### src/rtl/chan_scan_mux.sv
// Registered N-channel, W-bit multiplexer: manual select, timed auto-scan
// over unmasked channels, and a hold mode that freezes the output.
module chan_scan_mux #(
    parameter int  WIDTH    = 8,
    parameter int  CHANNELS = 4,
    parameter int  DWELL    = 100,
    localparam int SEL_W    = (CHANNELS > 1) ? $clog2(CHANNELS) : 1
) (
    input  logic                      hz100,
    input  logic                      reset,
    input  logic [CHANNELS*WIDTH-1:0] in_data,
    input  logic [1:0]                mode,
    input  logic [SEL_W-1:0]          sel,
    input  logic [CHANNELS-1:0]       skip_mask,
    output logic [WIDTH-1:0]          out,
    output logic [SEL_W-1:0]          cur_ch,
    output logic                      ch_change,
    output logic                      all_masked
);

    localparam int                 CNT_W      = (DWELL > 1) ? $clog2(DWELL) : 1;
    localparam logic [CNT_W-1:0]   DWELL_LAST = CNT_W'(DWELL - 1);
    localparam logic [SEL_W:0]     CH_LIMIT   = (SEL_W + 1)'(CHANNELS);

    typedef enum logic [1:0] {
        ST_MANUAL = 2'd0,
        ST_SCAN   = 2'd1,
        ST_HOLD   = 2'd2
    } state_t;

    state_t state_reg, state_next;

    logic [WIDTH-1:0] ch_data [CHANNELS];

    logic [WIDTH-1:0] out_reg, out_next;
    logic [SEL_W-1:0] cur_reg, cur_next;
    logic [SEL_W-1:0] scan_next;
    logic [CNT_W-1:0] cnt_reg, cnt_next;
    logic             ch_change_reg;
    logic             all_masked_reg, all_masked_next;

    genvar gi;
    generate
        for (gi = 0; gi < CHANNELS; gi++) begin : g_slice
            assign ch_data[gi] = in_data[gi*WIDTH +: WIDTH];
        end
    endgenerate

    always_ff @(posedge hz100) begin
        if (reset) begin
            state_reg <= ST_MANUAL;
        end else begin
            state_reg <= state_next;
        end
    end

    always_comb begin
        state_next = ST_HOLD;
        case (mode)
            2'b00:   state_next = ST_MANUAL;
            2'b01:   state_next = ST_SCAN;
            default: state_next = ST_HOLD;
        endcase
    end

    // Nearest unmasked channel above cur_reg, wrapping; smallest offset wins.
    always_comb begin : p_scan_next
        logic [SEL_W:0] wide;
        wide      = '0;
        scan_next = cur_reg;
        for (int off = CHANNELS - 1; off >= 1; off--) begin
            wide = {1'b0, cur_reg} + (SEL_W + 1)'(off);
            if (wide >= CH_LIMIT) begin
                wide = wide - CH_LIMIT;
            end
            if (!skip_mask[wide[SEL_W-1:0]]) begin
                scan_next = wide[SEL_W-1:0];
            end
        end
    end

    always_comb begin
        cur_next        = cur_reg;
        cnt_next        = cnt_reg;
        out_next        = out_reg;
        all_masked_next = 1'b0;
        case (state_next)
            ST_MANUAL: begin
                out_next = ch_data[cur_reg];
                cnt_next = '0;
                if ({1'b0, sel} < CH_LIMIT) begin
                    cur_next = sel;
                end
            end
            ST_SCAN: begin
                out_next = ch_data[cur_reg];
                if (&skip_mask) begin
                    cnt_next        = '0;
                    all_masked_next = 1'b1;
                end else if (state_reg != ST_SCAN) begin
                    cnt_next = '0;
                end else if (skip_mask[cur_reg] || (cnt_reg == DWELL_LAST)) begin
                    cnt_next = '0;
                    cur_next = scan_next;
                end else begin
                    cnt_next = cnt_reg + 1'b1;
                end
            end
            default: begin
            end
        endcase
    end

    always_ff @(posedge hz100) begin
        if (reset) begin
            out_reg        <= '0;
            cur_reg        <= '0;
            cnt_reg        <= '0;
            ch_change_reg  <= 1'b0;
            all_masked_reg <= 1'b0;
        end else begin
            out_reg        <= out_next;
            cur_reg        <= cur_next;
            cnt_reg        <= cnt_next;
            ch_change_reg  <= (cur_next != cur_reg);
            all_masked_reg <= all_masked_next;
        end
    end

    assign out        = out_reg;
    assign cur_ch     = cur_reg;
    assign ch_change  = ch_change_reg;
    assign all_masked = all_masked_reg;

endmodule
### config.mk
export PLATFORM = sky130hd
export DESIGN_NAME = chan_scan_mux
export DESIGN_NICKNAME = d
export VERILOG_FILES = /design/src/rtl/chan_scan_mux.sv
export SDC_FILE = /design/constraint.sdc
export NUM_CORES = 1
export LEC_CHECK = 0
export CAP_MARGIN = 20
export CORE_UTILIZATION = 41
export CTS_BUF_LIST = sky130_fd_sc_hd__clkbuf_2
export DETAILED_ROUTE_END_ITERATION = 8
export GPL_ROUTABILITY_DRIVEN = 0
export PLACE_DENSITY = 0.79
export REMOVE_ABC_BUFFERS = 1
export SYNTH_ARGS = -nofsm -noshare
export SYNTH_HDL_FRONTEND = slang
export SYNTH_SLANG_ARGS = --single-unit
### constraint.sdc
create_clock -name hz100 -period 1.5 [get_ports hz100]
set_input_delay 0.3 -clock hz100 [delete_from_list [all_inputs] [get_ports hz100]]
set_output_delay 0.3 -clock hz100 [all_outputs]
set_load 0.01 [all_outputs]
* Word-level counts from Yosys, hierarchy flattened
Index checks and enable logic that the tools add are counted.
** Operators by class
- Multiply operators :: 0
- Bitwise logic cells :: 2
- Div/mod/pow operators :: 0
- Shifts and indexed selects :: 0
- Reduce and logical (&&, ||, !) cells :: 7
- $add $sub $neg :: 7
- Eq/ne operators :: 5
- Mux-type cells :: 27
- Magnitude comparators :: 8
** Operators with widths (count)
- two-way mux 7 bit :: 3
- two-way mux 2 bit :: 9
- binary-select mux 8 bit (select 2 bit) :: 1
- two-way mux 8 bit :: 2
- one-hot mux 7 bit (2 select lines) :: 1
- >= comparator 3 bit (second input constant) :: 4
- < comparator 2 x 3 -> 1 bit (second input constant) :: 4
- binary-select mux 1 bit (select 2 bit) :: 4
- one-hot mux 2 bit (2 select lines) :: 2
- adder 7 x 1 -> 7 bit (second input constant) :: 1
- == test 7 bit (second input constant) :: 1
- adder 2 x 2 -> 3 bit (second input constant) :: 2
- subtractor 2 x 1 -> 2 bit (second input constant) :: 3
- two-way mux 1 bit :: 5
- == test 2 x 1 -> 1 bit (second input constant) :: 2
- logical NOT 2 bit :: 2
- AND reduction 4 bit :: 1
- OR reduction 2 bit :: 2
- adder 2 x 1 -> 3 bit (second input constant) :: 1
- NOT 2 -> 3 bit :: 1
- inequality test 2 x 1 -> 1 bit (second input constant) :: 1
- inequality test 2 bit :: 1
- nonzero test 2 bit :: 1
- logical OR 1 bit :: 1
- NOT 1 bit :: 1
** Storage, ports and cells
- Latch bits :: 0
- Register bits after elaboration :: 21
- Memories :: 0
- RAM bits :: 0
- Memory bits (read-only) :: 0
- Output and inout port bits :: 12
- Input port bits :: 42

* Longest topological paths before layout
- Depth after elaboration :: 13
- Depth in mapped cells :: 6
- Gate-level depth less buffers :: 6

* Worst setup path after synthesis
No wires, ideal clock.
- Path kind :: flip-flop to flip-flop
- From :: register cnt_reg[2]
- To :: register cur_reg[1], in the netlist cur_ch[1]
- Buffers on the path :: 0
- Clock period less this slack :: 1.677 ns
- Data arrival time :: 1.558 ns
- Required time :: 1.381 ns
- Slack :: -0.177 ns
- Stages on the path, launching flop included :: 6
- Cells stage by stage :: dfxtp_1 -> or4b_4 -> o22ai_4 -> o21bai_4 -> a31oi_1 -> o221a_1
** Between the ends
- Word-level cells in the longest chain between the ends :: 6
** Ends and longest elaborated chain
- from (decl) :: RTL line 38 : logic [CNT_W-1:0] cnt_reg, cnt_next;
- from (signal assigned) :: RTL line 124 : cnt_reg <= cnt_next;
- == test 7 bit :: RTL line 102 : end else if (skip_mask[cur_reg] || (cnt_reg == DWELL_LAST)) begin
- logical OR 1 bit :: RTL line 102
- two-way mux 2 bit :: RTL line 102
- two-way mux 2 bit :: RTL line 100 : end else if (state_reg != ST_SCAN) begin
- two-way mux 2 bit :: RTL line 97 : if (&skip_mask) begin
- one-hot mux 2 bit (2 select lines) :: RTL line 87 : case (state_next)
- to (signal assigned) :: RTL line 123 : cur_reg <= cur_next;
- to (decl) :: RTL line 36 : logic [SEL_W-1:0] cur_reg, cur_next;
No other way between the ends.
A chain may end at the register's enable or synchronous reset.

* Worst setup path after layout
- From :: register cnt_reg[4]
- To :: register cur_reg[1], in the netlist cur_ch[1]
The elaborated chain is that of the path after synthesis.

==> impl_metrics.toml <==
[status]
status = "finished with violations"
violations = "setup timing"

[synthesis]
syn_inst = 149
yosys.area.top_type = "dfxtp_1"
synth.top_cell.area_share_pct = 30.5
ys_ff_latch = 21
synth_area_leaders = "dfxtp_1 (31%), mux4_2 (13%), nand2_1 (7.4%)"
synthArstFlopShare_pct = 0
synth.top_cells.by_count = "nand2_1 (27), dfxtp_1 (21), a21oi_1 (11)"
synth.cell_area_sq_um = 1380
yosysWarnings = 0
syn-mean-instance-area_sq_um = 9.25
yosysMostFrequentCell = "nand2_1"
ys_types = 51
synthFlopType = "dfxtp_1"
ys_seq_area_share_pct = 30.5
synth_edf_count = 0

[sta]
fin_tns_setup_ns = -1.55
drv_slew = 0
fin_crit_ns = 1.72
setup_viol = 10
hold_viol = 0
tightest_slew_ns = 0.422
min_period_over_period_pct = 114
fmax_mhz = 583
worst_clock_skew_ns = 0.0112
slew_headroom_pct = 71.7
rsz0062_at_grt = "yes"
hold-worst-slack_ns = 0.467
worst_slack_ns = -0.216

[routing]
dr.pass1.iters = 4
postRouteAntennaNets = 0
vias = 1581
drc = 0
drt-initial-drc-count = 97
post_drt_wl_per_cell_microns = 15.2
vias_per_cell = 5.73
wl_microns = 4200

[setup_path]
path_cells = "or4b_4 -> o22ai_4 -> o21bai_4 -> a31oi_1 -> o221a_1"
cp-start-kind = "flip-flop"
max_stage_delay_ns = 0.56
crit_type = "reg2reg"
slowest_stage = "or4b_4"
crit_required_ns = 1.74
crit_cells = 5
crit_path_max_fanout = 5
cpLargestDelayFamily = "compound AO/OA/AOI/OAI gates"
arrival_ns = 1.96
reg2regPathDepth = 5
critPathBufInv = 0
end_kind = "flip-flop"

[clocking]
clock-sinks = 21
cts_buffers = 3
clk_pin_slew_ns = 0.22
cts_hold_buffers = 0
cts-htree-levels = 1
worstSkewPairLatency_ns = 0.32
tritoncts = "built"
ctsLongestPathBuffers = 2
root_buffer = "clkbuf_2"

[placement]
port_buffers = 53
dp_cells = 264
hpwlAfterDp_microns = 3180

[grt]
antenna_found_initial = 0
grt_pass1_wl_microns = 6380
grt_max_degree = 24
grt_overflow = 0
grt_pass1_vias = 1484
grt_usage_pct = 23.7

[pwr]
powerDensity_nw_per_um2 = 582
power.static_leakage_nw = 0.892
finalPower_w = 0.00129
peakVddDrop_mv = 0.300

[layout]
syn_to_final_growth_pct = 60.3
final_cells = 276
fill_cells = 225
antennaDiodeCount = 0
nets = 276
fin_util_pct = 70.6
drive_above_1_share_pct = 30.2
largest_reg_flops = 8

[floorplanning]
coreArea_sq_um = 3130
die_w_microns = 60.0
io_pins = 54
initial_core_util_pct = 44.0
dieArea_sq_um = 3600
rows = 20
fp.dieH_microns = 60.0

[hold_path]
holdPathStages = 2
hold_class = "reg2reg"

[run]
cap_viol_max_count = 0
## stage by stage
step	instance area, sq um	setup slack (ns)
6_report	2210	-0.216
2_1_floorplan	1280	-0.567
4_1_cts	2140	-0.210
3_5_place_dp	2070	-0.457
5_1_grt	2210	-0.274
3_3_place_gp	2070	-0.345
## path summary, 6_finish.rpt
| check | endpoint | slack, ns | from |
|---|---|---|---|
| worst max-delay path | cur_ch[1] | -0.22 | cnt_reg[4] |
| worst min-delay path | out[5] | 0.47 | out[5] |
| worst max register to register | cur_ch[1] | -0.22 | cnt_reg[4] |
| worst min register to register | out[5] | 0.47 | out[5] |
## area by class of cell
type	count	area (sq um)	area share [%]
multi-input combinational	115	876	39.7
timing repair buffer	89	808	36.6
sequential	21	438	19.8
tap	44	55.1	2.49
clock buffer	3	15.0	0.680
inverter	3	11.3	0.510
clock inverter	1	5.00	0.227
## cell usage in the layout (no fill, tap or decap), types with 3 or more instances in the layout
cell type	netlist	routed
a21oi_1	11	11
dfxtp_1	21	11
dfxtp_2	0	8
nand3_1	7	7
nand2_1	27	27
nor3_1	5	5
clkdlybuf4s50_1	0	41
clkbuf_2	0	3
dlygate4sd2_1	0	11
nor2_1	8	8
a31oi_1	4	4
nor2b_1	3	3
buf_4	1	33
mux4_2	8	8
## routing by layer
layer / global-route usage, % / vias to the layer above / part of all wire (%)
li1: - / 720 / -
met1: 27.2 / 753 / 40
met2: 40.2 / 95 / 46
met3: 5.84 / 13 / 11
met4: 13.0 / 0 / 2.9
met5: 0 / - / 0
## worst register-to-register path, stage by stage, from the launching register on
cell,delay [ns]
dfxtp_2,0.37
or4b_4,0.56
o22ai_4,0.20
o21bai_4,0.19
a31oi_1,0.11
o221a_1,0.21
## logic make-up after synthesis
kind of cell | synth area share [%]
simple gates | 22.3
flops | 30.5
mux | 15.3
buf+inv | 8.08
xor+xnor | 1.27
compound gates | 21.5
fa+ha+maj | 0.908
## repair_timing
action / in CTS / in global routing
setup buffers: 4 / 5
pin swaps: 6 / 5
gates resized for setup: 30 / 7
cloned: 0 / 0
setup endpoints to repair: 26 / 11
## where the power goes
group / switching (W) / leakage (nW) / total [W] / internal, W
clock network: 0.000181 / 0.0164 / 0.000242 / 0.0000604
logic: 0.000172 / 0.700 / 0.000444 / 0.000272
registers: 0.0000168 / 0.176 / 0.000600 / 0.000584
No activity file was read; power rests on OpenSTA's default activity.
